**src/rtl/alu_issue_ctrl.sv**
```systemverilog
// alu_issue_ctrl: issues one request at a time to the combinational ALU,
// captures its result and returns it on a valid/ready response channel.
// Owns the ADDC/SUBC carry flag and a sticky exception flag.
// Optional macro ALU_ISSUE_PIPE_EN: lets HOLD accept the next request
// in the same cycle as the response handshake (II of 2 cycles).
// Ports:
//   i_clk, i_rst          clock, async active-high reset
//   i_req_valid/o_req_ready, i_req_op/A/B   request channel
//   o_alu_ctrl/A/B, i_alu_result             ALU interface
//   o_rsp_valid/i_rsp_ready, o_rsp_data      response channel
//   o_carry, o_exception, i_exc_clr          status flags
module alu_issue_ctrl #(
  parameter int NB_REGISTERS = 34,
  parameter int DATA_WIDTH   = 32,
  parameter int NB_CTRL      = 3
) (
  input  logic                    i_clk,
  input  logic                    i_rst,
  input  logic                    i_req_valid,
  output logic                    o_req_ready,
  input  logic [NB_CTRL-1:0]      i_req_op,
  input  logic [NB_REGISTERS-1:0] i_req_A,
  input  logic [NB_REGISTERS-1:0] i_req_B,
  output logic [NB_CTRL-1:0]      o_alu_ctrl,
  output logic [NB_REGISTERS-1:0] o_alu_A,
  output logic [NB_REGISTERS-1:0] o_alu_B,
  input  logic [NB_REGISTERS-1:0] i_alu_result,
  output logic                    o_rsp_valid,
  input  logic                    i_rsp_ready,
  output logic [NB_REGISTERS-1:0] o_rsp_data,
  output logic                    o_carry,
  output logic                    o_exception,
  input  logic                    i_exc_clr
);

  typedef enum logic [1:0] {
    S_IDLE = 2'd0,
    S_EXEC = 2'd1,
    S_HOLD = 2'd2,
    S_ERR  = 2'd3
  } state_t;

  localparam logic [NB_CTRL-1:0] CTRL_IDLE = NB_CTRL'(4);
  localparam logic [NB_CTRL-1:0] OP_LAST   = NB_CTRL'(3);
  localparam logic [NB_REGISTERS-1:0] CMASK =
    NB_REGISTERS'(1) << DATA_WIDTH;

  state_t                  r_state;
  state_t                  w_next;
  logic [NB_CTRL-1:0]      r_alu_ctrl;
  logic [NB_REGISTERS-1:0] r_alu_A;
  logic [NB_REGISTERS-1:0] r_alu_B;
  logic [NB_REGISTERS-1:0] r_rsp_data;
  logic                    r_carry;
  logic                    r_exception;

  logic                    w_op_ok;
  logic                    w_cin;
  logic [NB_REGISTERS-1:0] w_A_shaped;
  logic                    w_load;
  logic                    w_err_set;
  logic                    w_rsp_done;
  logic                    w_req_ready;

  assign w_op_ok = (i_req_op <= OP_LAST);
  // ADDC/SUBC (op bit 1 set) chain the stored carry into bit DATA_WIDTH
  assign w_cin   = i_req_op[1] & r_carry;
  assign w_A_shaped = (i_req_A & ~CMASK) |
                      (w_cin ? CMASK : '0);

  always_ff @(posedge i_clk or posedge i_rst) begin
    if (i_rst) r_state <= S_IDLE;
    else       r_state <= w_next;
  end

  always_comb begin
    w_next      = r_state;
    w_req_ready = 1'b0;
    unique case (r_state)
      S_IDLE: begin
        w_req_ready = 1'b1;
        if (i_req_valid)
          w_next = w_op_ok ? S_EXEC : S_ERR;
      end
      S_EXEC: w_next = S_HOLD;
      S_HOLD: begin
`ifdef ALU_ISSUE_PIPE_EN
        w_req_ready = i_rsp_ready;
        if (i_rsp_ready) begin
          if (i_req_valid)
            w_next = w_op_ok ? S_EXEC : S_ERR;
          else
            w_next = S_IDLE;
        end
`else
        if (i_rsp_ready) w_next = S_IDLE;
`endif
      end
      S_ERR: begin
        if (i_exc_clr) w_next = S_IDLE;
      end
      default: w_next = S_IDLE;
    endcase
  end

  assign w_load     = (r_state == S_IDLE || r_state == S_HOLD) &&
                      (w_next == S_EXEC);
  assign w_err_set  = (r_state != S_ERR) && (w_next == S_ERR);
  assign w_rsp_done = (r_state == S_HOLD) && i_rsp_ready;

  always_ff @(posedge i_clk or posedge i_rst) begin
    if (i_rst) begin
      r_alu_ctrl  <= CTRL_IDLE;
      r_alu_A     <= '0;
      r_alu_B     <= '0;
      r_rsp_data  <= '0;
      r_carry     <= 1'b0;
      r_exception <= 1'b0;
    end else begin
      if (w_load) begin
        r_alu_ctrl <= i_req_op;
        r_alu_A    <= w_A_shaped;
        r_alu_B    <= i_req_B;
      end else if (w_rsp_done || w_err_set) begin
        r_alu_ctrl <= CTRL_IDLE;
        r_alu_A    <= '0;
        r_alu_B    <= '0;
      end
      if (r_state == S_EXEC) begin
        r_rsp_data <= i_alu_result;
        r_carry    <= i_alu_result[DATA_WIDTH];
      end
      if (w_err_set) begin
        r_exception <= 1'b1;
      end else if (r_state == S_ERR && i_exc_clr) begin
        r_exception <= 1'b0;
        r_carry     <= 1'b0;
      end
    end
  end

  assign o_req_ready = w_req_ready;
  assign o_rsp_valid = (r_state == S_HOLD);
  assign o_alu_ctrl  = r_alu_ctrl;
  assign o_alu_A     = r_alu_A;
  assign o_alu_B     = r_alu_B;
  assign o_rsp_data  = r_rsp_data;
  assign o_carry     = r_carry;
  assign o_exception = r_exception;

endmodule

```
**config.mk**
```make
export PLATFORM = sky130hd
export DESIGN_NAME = alu_issue_ctrl
export DESIGN_NICKNAME = d
export VERILOG_FILES = /design/src/rtl/alu_issue_ctrl.sv
export SDC_FILE = /design/constraint.sdc
export NUM_CORES = 1
export LEC_CHECK = 0
export BUFFER_PORTS_ARGS = -buffer_cell sky130_fd_sc_hd__buf_2
export CAP_MARGIN = 20
export CORE_MARGIN = 4
export CORE_UTILIZATION = 40
export CTS_CLUSTER_DIAMETER = 30
export CTS_CLUSTER_SIZE = 24
export DETAILED_ROUTE_END_ITERATION = 8
export PLACE_DENSITY = 0.73
export SLEW_MARGIN = 20
export SYNTH_ARGS = -nofsm -noshare
export SYNTH_HDL_FRONTEND = slang
export SYNTH_SLANG_ARGS = --single-unit
```
**constraint.sdc**
```tcl
create_clock -name i_clk -period 6.9 [get_ports i_clk]
set_clock_uncertainty 0.1 [all_clocks]
set_input_delay 1.035 -clock i_clk [delete_from_list [all_inputs] [get_ports i_clk]]
set_output_delay 1.035 -clock i_clk [all_outputs]
set_load 0.1 [all_outputs]
```
# Yosys cells after proc, flatten, opt, wreduce, memory -nomap -nowiden

Cells that the tools add are included.

Logic and storage cells: 42
Input port bits: 110
Output and inout port bits: 109
Bits in registers: 109

Reduce and logical (&&, ||, !) cells: 9
Equal/unequal tests: 6
Muxes and demuxes: 17
Order comparisons: 1
Bitwise logic cells: 2

Operator list:

| operator                                                               | number |
|---|---|
| 34-bit two-way mux                                                     | 3 |
| 34-bit by 33-bit bitwise OR with 34-bit output                         | 1 |
| 33-bit two-way mux                                                     | 1 |
| 2-bit two-way mux                                                      | 4 |
| 2-bit one-hot mux with 4 select lines                                  | 1 |
| 2-bit equality test (second input constant)                            | 3 |
| 1-bit two-way mux                                                      | 6 |
| 3-bit two-way mux                                                      | 2 |
| 2-bit by 1-bit equality test with 1-bit output (second input constant) | 2 |
| 1-bit logical AND                                                      | 4 |
| 2-bit nonzero test                                                     | 2 |
| 3-bit by 2-bit <= comparator with 1-bit output (second input constant) | 1 |
| 2-bit logical NOT                                                      | 1 |
| 1-bit logical OR                                                       | 2 |
| 2-bit inequality test (second input constant)                          | 1 |
| 1-bit AND                                                              | 1 |

# Depth between registers and ports, before layout

Word-level depth: 9
Mapped depth: 6
Depth with buffers taken out: 3

# Worst setup path before layout

No wires, ideal clock.

Kind: reg2out
From: reg r_state[0]
To: out o_req_ready
Cell stages (with the launch flop): 3
Data arrival time: 1791 ps
Data required time: 5765 ps
Buffers on the path: 1
Path slack: 3974 ps
Cell sequence: dfrtp_1 buf_2 nor2_1

Cells in the longest elaborated chain, start to end: 2

Ends and longest elaborated chain:

| item                   | RTL line | RTL |
|---|---|---|
| from (decl)            | 48       | `state_t r_state;` |
| from (signal assigned) | 73       | `else r_state <= w_next;` |
| 2-bit logical NOT      | 79       | `unique case (r_state)` |
| 1-bit two-way mux      | 79       |  |
| to (decl)              | 20       | `output logic o_req_ready,` |

Every way passes these cells.

# Worst setup path after layout

From: reg r_state[1]
To: out o_rsp_valid

Cells in the longest elaborated chain, start to end: 1

Ends and longest elaborated chain:

| item                | RTL line | RTL |
|---|---|---|
| 2-bit equality test | 143      | `assign o_rsp_valid = (r_state == S_HOLD);` |
| to (decl)           | 28       | `output logic o_rsp_valid,` |

Every way passes these cells.

==> impl_metrics.csv <==
group,metric,value,unit
layout,layout.cells.most_common,"sky130_fd_sc_hd__buf_2",
logic_synthesis,mappedNetlistArea,4110,um2
worst_setup_path,cp_max_fo,9,
sta,tns,0,ps
floorplanning,die-width,109,um
global_route,antenna_found_initial,0,
sta,slew_viols_final,0,
placed_design,post-place-ws,3780,ps
floorplanning,die-area,12000,um2
cts,clockBufferDepth,2,
routing,vias_per_cell,4.93,
routing,route.antenna.remaining_nets,0,
worst_setup_path,crit_path_start,"r_state[1]$_DFF_PP0_",
layout,multi_input_combinational_cell_area,1160,um2
worst_setup_path,timing_worst_setup_path_type,"register to output pin",
layout,antenna-diode-count,0,
sta,final_hold_viol_count,0,
worst_setup_path,worst_r2r_path_depth,4,
logic_synthesis,synth_sequential_area_ratio,66.4,%
flow_run,maxCapViolations,0,
global_route,global_route.usage.total,16.3,%
routing,drt_first_iter_violations,189,
worst_setup_path,critPathLaunchType,"register",
cts,cts_inserted_buffers,9,
sta,setup-violations-final,0,
logic_synthesis,ys_types,20,
sta,fmax,375,MHz
worst_setup_path,number_of_buffers_and_inverters_on_the_critical_path,2,
layout,most-common-layout-cells,"sky130_fd_sc_hd__buf_2 (217), sky130_fd_sc_hd__dfrtp_1 (108), sky130_fd_sc_hd__a22o_1 (66)",
routing,met2_length,4860,um
global_route,grt_start_max_net_pins,64,
floorplanning,placement_rows,36,
sta,rsz0062_at_grt,"false",
worst_hold_path,worst_hold_path_class,"register to register",
routing,route.detailed.drc,0,
cts,cts.hold.buffers_added,0,
cts,root_buffer,"sky130_fd_sc_hd__clkbuf_8",
floorplanning,placeableCoreArea,9910,um2
sta,worst-slew-pin-transition,766,ps
cts,clock_sink_count,109,
global_route,grt_overflow_total,0,
routing,wirelength,9820,um
worst_setup_path,critical_path.top_delay_family,"buffers and inverters",
placed_design,gpl.final_weighted_congestion,0.754,
layout,sequential_cell_area_in_the_final_layout,2730,um2
sta,worst_setup_margin,4240,ps
cts,path_clk_slew,90,ps
worst_setup_path,critical_path_cell_count,3,
routing,dr.pass1.iters,6,
logic_synthesis,count_of_state_elements_after_synthesis,109,
worst_hold_path,hold_depth,2,
floorplanning,io_pins,219,
routing,met3WireLength,849,um
routing,routed-via-count,2988,
sta,fin_crit_sh,38.6,%
worst_setup_path,cp_data_required_time,5760,ps
cts,postCtsResizedCells,0,
global_route,grt_pass1_vias,3039,
worst_setup_path,cp_slowest_stage_delay,520,ps
worst_setup_path,critical_path_s_slowest_cell,"sky130_fd_sc_hd__dfrtp_1",
routing,top_layer,"met4",
global_route,grt_first_pass_wirelength,15200,um
cts,clock_latency,350,ps
logic_synthesis,syn_area_per_cell,16.1,um2
logic_synthesis,ys.warnings.count,0,
floorplanning,die_y,109,um
layout,finalNetCount,578,
worst_setup_path,worstPathArrival,1530,ps
worst_setup_path,reg2reg_to,"o_alu_ctrl[0]$_DFFE_PP0P_",
floorplanning,initial_util,41.5,%
layout,layout-drive-gt1-share,59.2,%
placed_design,hpwl,7280,um
placed_design,place.port_buffers,217,
worst_setup_path,crit_path_capture,"o_rsp_valid",
sta,timing.slew.headroom,48.9,%
worst_setup_path,crit-reg2reg-launch,"r_state[1]$_DFF_PP0_",
status,run_status,"finished, final reports clean",
cts,tritoncts,"built",
logic_synthesis,synthesis.nets,366,
logic_synthesis,synth_cells,256,
routing,routedLengthMet1,3850,um
layout,n_fill_cell,866,
worst_setup_path,ff2ff_setup_slack,4720,ps
worst_setup_path,worst_setup_path_end_kind,"output pin",
routing,post_drt_wl_per_cell,16.2,um
sta,final_period_minus_worst_setup_slack,2660,ps
cts,htree_levels,3,
worst_setup_path,list_of_cells_traversed_by_the_critical_path,"inv_1, nor2_1, buf_2",
cts,postCtsSetupBuffers,0,
layout,syn_to_final_growth,31.1,%
worst min-delay path, stage by stage (launching register included):
cell and delay (ps):
sky130_fd_sc_hd__dfstp_2 380, sky130_fd_sc_hd__inv_1 40, sky130_fd_sc_hd__a21oi_1 60
layout make-up:
type                       instances  share of cell area [%]
inverter                           3                   0.256
sequential                       109                    50.7
tap                              133                    3.09
multi-input combinational        123                    21.5
clock inverter                     2                   0.302
timing repair buffer             222                    20.9
clock buffer                      14                    3.21
cells by family (layout without fill, tap and decap cells):
kind of cell,after synthesis,after routing,synth area share [%]
AND/OR/NAND/NOR,9,9,1.52
buffers and inverters,24,241,5.45
flip-flops,109,109,66.4
AO/OA/AOI/OAI,80,80,17.3
multiplexers,34,34,9.32
how the worst min path moves through the flow:
stage | from | to | slack [ps]
after floorplan | r_state[1]$_DFF_PP0_ | r_state[1]$_DFF_PP0_ | 450
after global placement | o_alu_ctrl[2]$_DFFE_PP1P_ | o_alu_ctrl[2]$_DFFE_PP1P_ | 350
after detailed placement | o_alu_ctrl[2]$_DFFE_PP1P_ | o_alu_ctrl[2]$_DFFE_PP1P_ | 370
after CTS | o_alu_ctrl[2]$_DFFE_PP1P_ | o_alu_ctrl[2]$_DFFE_PP1P_ | 380
after global routing | o_alu_ctrl[2]$_DFFE_PP1P_ | o_alu_ctrl[2]$_DFFE_PP1P_ | 400
final | o_alu_ctrl[2]$_DFFE_PP1P_ | o_alu_ctrl[2]$_DFFE_PP1P_ | 380
cell usage after synthesis:
master	n	area, um2
sky130_fd_sc_hd__inv_1	3	11.3
sky130_fd_sc_hd__buf_6	16	180
sky130_fd_sc_hd__nand2_1	3	11.3
sky130_fd_sc_hd__a31oi_1	2	12.5
sky130_fd_sc_hd__nor3_4	1	16.3
sky130_fd_sc_hd__dfstp_2	1	26.3
sky130_fd_sc_hd__a21o_1	2	15.0
sky130_fd_sc_hd__a21oi_1	2	10.0
sky130_fd_sc_hd__a22o_4	4	70.1
sky130_fd_sc_hd__o21ai_0	3	15.0
sky130_fd_sc_hd__a32o_1	1	10.0
sky130_fd_sc_hd__nand3b_1	1	7.51
sky130_fd_sc_hd__mux2_2	34	383
sky130_fd_sc_hd__buf_4	3	22.5
sky130_fd_sc_hd__buf_2	2	10.0
sky130_fd_sc_hd__nand2b_4	1	13.8
sky130_fd_sc_hd__nor2_1	2	7.51
sky130_fd_sc_hd__a22o_1	66	578
sky130_fd_sc_hd__dfrtp_1	108	2700
sky130_fd_sc_hd__nor2b_1	1	6.26
per-stage QoR:
stage	area [um2]	std cells	util [%]	hold slack, ps
4_1_cts	5370	605	54.2	382
6_report	5390	606	54.3	377
3_3_place_gp	5180	589	52.3	351
5_1_grt	5390	606	54.3	400
3_5_place_dp	5180	589	52.3	367
2_1_floorplan	4110	256	-	449
registers in the layout, indices dropped and copies added (netlist names):
name / flops
o_alu_A: 34
o_alu_B: 34
o_alu_ctrl: 3
o_carry: 1
o_exception: 1
o_rsp_data: 34
r_state: 2
metal layers:
layer	vias up	global-route usage (%)
met5	-	0
li1	1372	-
met4	0	7.12
met2	131	27.1
met1	1465	19.7
met3	20	4.70
Power is left out: the tool's default activity adds up to more than one toggle a clock period on the data nets, which glitch-free logic cannot reach.
